==> config.mk <==
export PLATFORM = sky130hd
export DESIGN_NAME = vending_fsm_multi
export DESIGN_NICKNAME = d
export VERILOG_FILES = /design/src/rtl/vending_pkg.sv /design/src/rtl/vending_timeout.sv /design/src/rtl/vending_fsm_multi.sv
export SDC_FILE = /design/constraint.sdc
export NUM_CORES = 1
export LEC_CHECK = 0
export BUFFER_PORTS_ARGS = -buffer_cell sky130_fd_sc_hd__buf_2
export CORE_UTILIZATION = 30
export CTS_CLUSTER_DIAMETER = 50
export DETAILED_ROUTE_END_ITERATION = 12
export PLACE_DENSITY = 0.51
export RECOVER_POWER = 50
export SYNTH_ARGS = -nofsm -noshare
export SYNTH_HDL_FRONTEND = slang
export SYNTH_SLANG_ARGS = --single-unit
==> constraint.sdc <==
create_clock -name clk -period 8.2 [get_ports clk]
set_input_delay 1.23 -clock clk [delete_from_list [all_inputs] [get_ports clk]]
set_output_delay 1.23 -clock clk [all_outputs]
set_load 0.05 [all_outputs]
==> src/rtl/vending_pkg.sv <==
// vending_pkg: shared types and constants for the multi-product vending controller.
package vending_pkg;

    // Controller states: IDLE holds zero credit, CREDIT holds a positive balance.
    typedef enum logic [1:0] {
        StIdle   = 2'd0,
        StCredit = 2'd1,
        StVend   = 2'd2,
        StChange = 2'd3
    } state_e;

    // Defaults for the top-level credit width and ceiling.
    localparam int unsigned DefCreditW   = 8;
    localparam int unsigned DefMaxCredit = 50;

    // Coin code -> value in price units; code c uses slice c.
    localparam int unsigned CoinValW = 4;
    localparam logic [4*CoinValW-1:0] CoinValTable = {4'd10, 4'd5, 4'd2, 4'd1};

    function automatic logic [CoinValW-1:0] coin_value(input logic [1:0] code);
        return CoinValTable[code*CoinValW +: CoinValW];
    endfunction

endpackage

==> src/rtl/vending_timeout.sv <==
// vending_timeout: inactivity counter that flags expiry after TIMEOUT_CYC quiet cycles.
// Held at zero while run_i is low; any event on clear_i restarts the count.
module vending_timeout #(
    parameter int unsigned TIMEOUT_CYC = 1000
) (
    input  logic clk_i,
    input  logic rst_i,
    input  logic run_i,
    input  logic clear_i,
    output logic expire_o
);

    localparam int unsigned CntW = $clog2(TIMEOUT_CYC) + 1;
    localparam logic [CntW-1:0] LastCnt = CntW'(TIMEOUT_CYC - 1);

    logic [CntW-1:0] cnt_q, cnt_d;
    logic            at_last;

    assign at_last  = (cnt_q == LastCnt);
    assign expire_o = run_i && !clear_i && at_last;

    // Next count: clear outside the counting state or on activity, otherwise advance.
    always_comb begin
        cnt_d = cnt_q;
        if (!run_i || clear_i || at_last) begin
            cnt_d = '0;
        end else begin
            cnt_d = cnt_q + 1'b1;
        end
    end

    // Counter register.
    always_ff @(posedge clk_i or posedge rst_i) begin
        if (rst_i) begin
            cnt_q <= '0;
        end else begin
            cnt_q <= cnt_d;
        end
    end

endmodule

==> src/rtl/vending_fsm_multi.sv <==
// vending_fsm_multi: multi-product coin/credit vending controller with dispense and
// change handshakes. Define VEND_TIMEOUT_EN to build the inactivity auto-refund.
module vending_fsm_multi
    import vending_pkg::*;
#(
    parameter int unsigned                  CREDIT_W    = DefCreditW,
    parameter int unsigned                  NUM_PROD    = 4,
    parameter int unsigned                  SEL_W       = $clog2(NUM_PROD),
    parameter logic [NUM_PROD*CREDIT_W-1:0] PRICES      = {8'd15, 8'd10, 8'd7, 8'd5},
    parameter int unsigned                  MAX_CREDIT  = DefMaxCredit,
    parameter int unsigned                  TIMEOUT_CYC = 1000
) (
    input  logic                clk,
    input  logic                rst,
    input  logic                coin_valid,
    input  logic [1:0]          coin_code,
    output logic                coin_ack,
    output logic                coin_rej,
    input  logic                sel_valid,
    input  logic [SEL_W-1:0]    sel_id,
    output logic                sel_nack,
    input  logic                cancel,
    output logic                disp_valid,
    output logic [SEL_W-1:0]    disp_id,
    input  logic                disp_ready,
    output logic                change_valid,
    output logic [CREDIT_W-1:0] change_amt,
    input  logic                change_ready,
    output logic [CREDIT_W-1:0] credit,
    output logic                busy
);

    state_e              state_q, state_d;
    logic [CREDIT_W-1:0] credit_q, credit_d;
    logic [SEL_W-1:0]    sel_q, sel_d;
    logic                coin_ack_q, coin_ack_d;
    logic                coin_rej_q, coin_rej_d;
    logic                sel_nack_q, sel_nack_d;
    logic                disp_valid_q, change_valid_q, busy_q;
    logic [CREDIT_W-1:0] change_amt_q;

    logic [CREDIT_W:0]   coin_sum;
    logic [CREDIT_W-1:0] req_price, vend_price, remainder;
    logic                sel_in_range;
    logic                any_event;
    logic                timeout_expire;

    // Price lookup that never indexes outside the table.
    function automatic logic [CREDIT_W-1:0] price_of(input logic [SEL_W-1:0] idx);
        logic [CREDIT_W-1:0] p;
        p = '0;
        for (int unsigned i = 0; i < NUM_PROD; i++) begin
            if (32'(idx) == i) begin
                p = PRICES[i*CREDIT_W +: CREDIT_W];
            end
        end
        return p;
    endfunction

    // One bit wider than the credit so an over-ceiling sum cannot wrap.
    assign coin_sum     = {1'b0, credit_q} + (CREDIT_W + 1)'(coin_value(coin_code));
    assign sel_in_range = (32'(sel_id) < NUM_PROD);
    assign req_price    = price_of(sel_id);
    assign vend_price   = price_of(sel_q);
    assign remainder    = credit_q - vend_price;
    assign any_event    = coin_valid | sel_valid | cancel;

`ifdef VEND_TIMEOUT_EN
    vending_timeout #(
        .TIMEOUT_CYC (TIMEOUT_CYC)
    ) u_timeout (
        .clk_i    (clk),
        .rst_i    (rst),
        .run_i    (state_q == StCredit),
        .clear_i  (any_event),
        .expire_o (timeout_expire)
    );
`else
    logic unused_timeout_cfg;
    assign unused_timeout_cfg = ^TIMEOUT_CYC ^ any_event;
    assign timeout_expire     = 1'b0;
`endif

    // Next-state, credit and pulse decisions.
    always_comb begin
        state_d    = state_q;
        credit_d   = credit_q;
        sel_d      = sel_q;
        coin_ack_d = 1'b0;
        coin_rej_d = 1'b0;
        sel_nack_d = 1'b0;
        unique case (state_q)
            StIdle, StCredit: begin
                // Cancel with nothing to refund is not an event, so it does not block others.
                if (cancel && (state_q == StCredit)) begin
                    state_d    = StChange;
                    coin_rej_d = coin_valid;
                end else if (sel_valid) begin
                    coin_rej_d = coin_valid;
                    if (!sel_in_range || (credit_q < req_price)) begin
                        sel_nack_d = 1'b1;
                    end else begin
                        sel_d   = sel_id;
                        state_d = StVend;
                    end
                end else if (coin_valid) begin
                    if (coin_sum <= (CREDIT_W + 1)'(MAX_CREDIT)) begin
                        credit_d   = coin_sum[CREDIT_W-1:0];
                        coin_ack_d = 1'b1;
                        state_d    = StCredit;
                    end else begin
                        coin_rej_d = 1'b1;
                    end
                end else if (timeout_expire) begin
                    state_d = StChange;
                end
            end
            StVend: begin
                coin_rej_d = coin_valid;
                if (disp_ready) begin
                    credit_d = remainder;
                    state_d  = (remainder != '0) ? StChange : StIdle;
                end
            end
            StChange: begin
                coin_rej_d = coin_valid;
                if (change_ready) begin
                    credit_d = '0;
                    state_d  = StIdle;
                end
            end
            default: state_d = StIdle;
        endcase
    end

    // State, credit and registered outputs; reset abandons any open transaction.
    always_ff @(posedge clk or posedge rst) begin
        if (rst) begin
            state_q        <= StIdle;
            credit_q       <= '0;
            sel_q          <= '0;
            coin_ack_q     <= 1'b0;
            coin_rej_q     <= 1'b0;
            sel_nack_q     <= 1'b0;
            disp_valid_q   <= 1'b0;
            change_valid_q <= 1'b0;
            change_amt_q   <= '0;
            busy_q         <= 1'b0;
        end else begin
            state_q        <= state_d;
            credit_q       <= credit_d;
            sel_q          <= sel_d;
            coin_ack_q     <= coin_ack_d;
            coin_rej_q     <= coin_rej_d;
            sel_nack_q     <= sel_nack_d;
            disp_valid_q   <= (state_d == StVend);
            change_valid_q <= (state_d == StChange);
            change_amt_q   <= (state_d == StChange) ? credit_d : '0;
            busy_q         <= (state_d == StVend) || (state_d == StChange);
        end
    end

    assign coin_ack     = coin_ack_q;
    assign coin_rej     = coin_rej_q;
    assign sel_nack     = sel_nack_q;
    assign disp_valid   = disp_valid_q;
    assign disp_id      = sel_q;
    assign change_valid = change_valid_q;
    assign change_amt   = change_amt_q;
    assign credit       = credit_q;
    assign busy         = busy_q;

endmodule

### Word-level counts from Yosys, hierarchy flattened

Cells that the tools add are included.

* divide/modulo/power cells: 0
* $add $sub $neg: 2
* shifts and indexed selects: 1
* equality and inequality tests: 11
* magnitude comparators: 2
* mux-type cells: 39
* $mul: 0
* reduce and logical (&&, ||, !) cells: 9
* bitwise logic cells: 2

Operators with widths (number)
* 8-bit two-way mux: 13
* 8-bit one-hot mux with 3 select lines: 1
* 2-bit == test, second input constant: 8
* 2-bit two-way mux: 8
* 16-bit by 5-bit indexed part select with 4-bit output, first input constant: 1
* 1-bit two-way mux: 13
* 8-bit by 4-bit adder with 9-bit output: 1
* 9-bit by 6-bit <= comparator with 1-bit output, second input constant: 1
* 8-bit less-than comparator: 1
* 8-bit nonzero test: 1
* 8-bit subtractor: 1
* 2-bit by 1-bit == test with 1-bit output, second input constant: 3
* 2-bit logical NOT: 3
* 3-bit two-way mux: 2
* 2-bit one-hot mux with 3 select lines: 1
* 4-bit AND reduction: 1
* 2-bit OR reduction: 2
* 1-bit inverter: 2
* 1-bit one-hot mux with 2 select lines: 1
* 1-bit logical AND: 1
* 1-bit logical OR: 1

* register bits after elaboration: 26
* memory bits (read-only): 0
* logic and storage cells: 76
* bits in latches: 0
* memories kept: 0
* output and inout port bits: 24
* bits in writable memories: 0

### Depth between registers and ports, before layout

* depth after elaboration: 12
* depth in mapped cells: 12
* gate-level depth less buffers: 11

### Least setup slack after synthesis

OpenSTA, ideal clock, no wires.

* path type: input -> register
* start point: input port coin_code[0]
* end point: register change_amt_q[0], in the netlist change_amt[0]
* buffers on the path: 0
* cell stages on the path: 11
* slack: 4.605 ns
* arrival time: 3.500 ns
* cells stage by stage: inv_1 ha_1 inv_1 fa_1 nand2b_1 a21oi_1 xor2_1 o311ai_4 and3_4 or3_1 a311oi_2

* longest elaborated chain between the ends: 10
* elaborated cells between the ends (all ways): 15
* those cells by class: 1 x add/sub; 1 x order compare; 1 x eq/ne; 1 x shift; 11 x mux

RTL lines
* start, declared: RTL line vending_fsm_multi.sv:16 `input logic [1:0] coin_code,`
* 16-bit by 5-bit indexed part select with 4-bit output *: RTL line vending_pkg.sv:21 `return CoinValTable[code*CoinValW +: CoinValW];`
* 8-bit by 4-bit adder with 9-bit output *: RTL line vending_fsm_multi.sv:61 `assign coin_sum = {1'b0, credit_q} + (CREDIT_W + 1)'(coin_value(coin_code));`
* 9-bit by 6-bit <= comparator with 1-bit output: RTL line vending_fsm_multi.sv:107 `if (coin_sum <= (CREDIT_W + 1)'(MAX_CREDIT)) begin`
* 2-bit two-way mux: RTL line vending_fsm_multi.sv:107
* 2-bit two-way mux: RTL line vending_fsm_multi.sv:106 `end else if (coin_valid) begin`
* 2-bit two-way mux: RTL line vending_fsm_multi.sv:98 `end else if (sel_valid) begin`
* 2-bit two-way mux: RTL line vending_fsm_multi.sv:95 `if (cancel && (state_q == StCredit)) begin`
* 2-bit one-hot mux with 3 select lines: RTL line vending_fsm_multi.sv:92 `unique case (state_q)`
* 2-bit == test: RTL line vending_fsm_multi.sv:158 `change_amt_q <= (state_d == StChange) ? credit_d : '0;`
* 8-bit two-way mux *: RTL line vending_fsm_multi.sv:158
* end signal, assigned: RTL line vending_fsm_multi.sv:158
* end, declared: RTL line vending_fsm_multi.sv:40 `logic [CREDIT_W-1:0] change_amt_q;`

Every way passes the cells marked *; elsewhere a longest branch is shown, timed or not.
A chain may end at the register's enable or synchronous reset.

### Worst setup path after layout

* start point: input port coin_code[0]
* end point: register change_amt_q[5], in the netlist change_amt[5]

Same word-level chain as after synthesis.

==> metrics.cfg <==
[run_status]
status = complete, no violations

[die]
rows = 29
die_h_um = 83.2
initial_utilization_pct = 31.1
die-area_mm2 = 0.00691
die_w_um = 83.2
top_level_ports = 35
core_area_mm2 = 0.00635

[logic_synthesis]
ys_seq_area_share_pct = 32.9
synthFlopType = dfrtp_1
synth-warning-count = 0
async_flop_share_pct = 100
netlist_area_mm2 = 0.00198
synth_edf_count = 0
postSynthCellCount = 214
synth_nets = 238
synth_cell_type_count = 62
synth_area_per_cell_um2 = 9.23
ys_ff_latch = 26

[clocking]
cts_tree = yes
cts.sinks = 26
clk_path_buf_depth = 2
clock_latency_ns = 0.27
holdBufCountCts = 0
cts_root_buf = clkbuf_8
post_cts_resized = 0
numCtsBuffers = 3
ctsHtreeMaxLevel = 1
cts.clk_slew.worst_paths_ns = 0.10
cts_setup_buffers = 0

[cells_and_area]
area_delta_synth_final_pct = 14.5
drive_gt1_share_pct = 18.3
n_antenna_cell = 0
layout.cells.most_common = dfrtp_1
fin_nets = 271
final_cell_mix = dfrtp_1 (26), buf_2 (22), nor2_1 (20)
fillers = 656

[worst_setup_path]
crit_fanout = 11
slowest_stage = o22ai_2
cp_data_required_time_ns = 8.33
end_kind = register
path_cells = buf_2 -> inv_1 -> ha_1 -> inv_1 -> fa_1 -> nand2b_1 -> a21oi_1 -> xor2_1 -> o311ai_4 -> and2_4 -> o22ai_2 -> nor3b_1
arrival_ns = 3.88
critPathMaxStageDelay_ns = 0.52
start_kind = input pin
crit_top_cell = inv_1
critPathKind = in2reg

[global_routing]
grt_antenna_before_repair = 0
grt_max_degree = 27
grt_use_total_pct = 16.2
grt.overflow.total = 0
grt_pass1_wl_mm = 8.95
grt_pass1_vias = 1674

[timing]
slew_violations = 0
hold_slack_ns = 0.577
tightest_slew_ns = 0.977
fin_crit_ns = 3.75
finalSetupViolCount = 0
rsz0062_at_grt = no
finalCritPeriodShare_pct = 45.8
fmax_mhz = 266
finalHoldViolations = 0
tns_ns = 0
skew_ns = 0.00739
slew_headroom_pct = 34.8

[power_and_ir_drop]
total_power_mw = 1.04
p_leak_nw = 1.03
p_per_area_mw_per_mm2 = 462
peakVddDrop_uv = 224

[detailed_routing]
drt_first_pass_iters = 4
postRouteAntennaNets = 0
wl_mm = 5.31
routed_via_density = 5.31
drt_iter0_drc = 119
drc = 0
drt-wirelength-per-cell_um = 16.4
via_count = 1716

[place]
numPortBuffers = 34
hpwl_mm = 4.04
gp_congestion = 0.851

[job]
drv_cap = 0

[min_path]
min_path_type = reg2reg

-- worst paths after layout --
| path | startpoint | endpoint | slack, ns | cells past startpoint |
|---|---|---|---|---|
| max in group asynchronous | rst | coin_rej$_DFF_PP0_ | 6.44 | 2 |
| min in group asynchronous | rst | disp_valid$_DFF_PP0_ | 1.17 | 2 |
| worst max register to register | credit[0]$_DFF_PP0_ | change_amt[5]$_DFF_PP0_ | 5.07 | 10 |
| worst max-delay path | coin_code[0] | change_amt[5]$_DFF_PP0_ | 4.45 | 12 |
| worst min register to register | disp_id[0]$_DFFE_PP0P_ | disp_id[0]$_DFFE_PP0P_ | 0.58 | 1 |
| worst min-delay path | disp_id[0]$_DFFE_PP0P_ | disp_id[0]$_DFFE_PP0P_ | 0.58 | 1 |
-- sequential cells by signal, summed over array words and instances (netlist names) --
name and flops:
coin_rej 1, coin_ack 1, disp_valid 1, disp_id 2, state_q 2, change_amt 8, change_valid 1, busy 1
sel_nack 1, credit 8
-- final cells by class --
type                       count  area [um2]  share of cell area (%)
multi-input combinational    162        1210                    53.5
inverter                      19        71.3                    3.15
clock buffer                   3        41.3                    1.83
timing repair buffer          35         163                    7.19
clock inverter                 1        30.0                    1.33
sequential                    26         651                    28.8
tap                           77        96.3                    4.26
-- power breakdown --
part	leakage [nW]	switching, mW	internal [mW]
sequential	0.333	0.0760	0.177
clock	0.0357	0.0415	0.0653
combinational	0.661	0.463	0.222
total	1.03	0.580	0.464
-- metal layers --
metal / vias to the layer above / global-route usage [%] / wire length [um]
li1: 846 / - / -
met5: - / 0 / 0
met1: 804 / 23.7 / 2560
met4: 0 / 4.08 / 96
met3: 8 / 2.78 / 303
met2: 58 / 24.6 / 2350
-- worst max-delay path, delay by kind of cell --
kind | cells | cell delay [ns]
xor+xnor | 1 | 0.29
fa+ha+maj | 2 | 0.64
compound gates | 3 | 0.92
simple gates | 3 | 0.50
buf+inv | 3 | 0.29
-- stage by stage --
stage                     cells  utilization (%)  setup WS (ns)  instance area, um2
final                       323             35.6           4.45                2260
after CTS                   323             35.9           4.46                2280
after global routing        323             35.6           4.25                2260
after global placement      319             34.7           4.24                2210
after floorplan             214                -           4.60                1980
after detailed placement    319             34.7           4.17                2210
-- logic make-up (layout without fill, tap and decap cells) --
family / count (synthesis) / in the layout / synth area share (%)
flip-flops: 26 / 26 / 32.9
AND/OR/NAND/NOR: 83 / 83 / 23.0
multiplexers: 8 / 8 / 4.18
AO/OA/AOI/OAI: 51 / 51 / 22.0
adder cells (fa/ha/maj): 13 / 13 / 8.99
XOR/XNOR: 7 / 7 / 3.10
buffers and inverters: 26 / 58 / 5.83
-- cell usage after synthesis, types with 3 or more instances --
cell type,n,area [um2]
dfrtp_1,26,651
nor2_1,20,75.1
inv_1,18,67.6
nand2_1,15,56.3
ha_1,11,138
a21oi_1,8,40.0
nand3_1,8,40.0
mux2i_1,6,60.1
nor2b_1,6,37.5
o21ai_0,5,25.0
nand2b_1,4,25.0
nor3b_1,4,30.0
o21a_1,4,30.0
xor2_1,4,35.0
a22oi_1,3,22.5
a311oi_2,3,45.0
clkbuf_1,3,11.3
nand4_1,3,18.8
o31a_1,3,26.3
xnor2_1,3,26.3
Power figures use the tool's default switching activity.
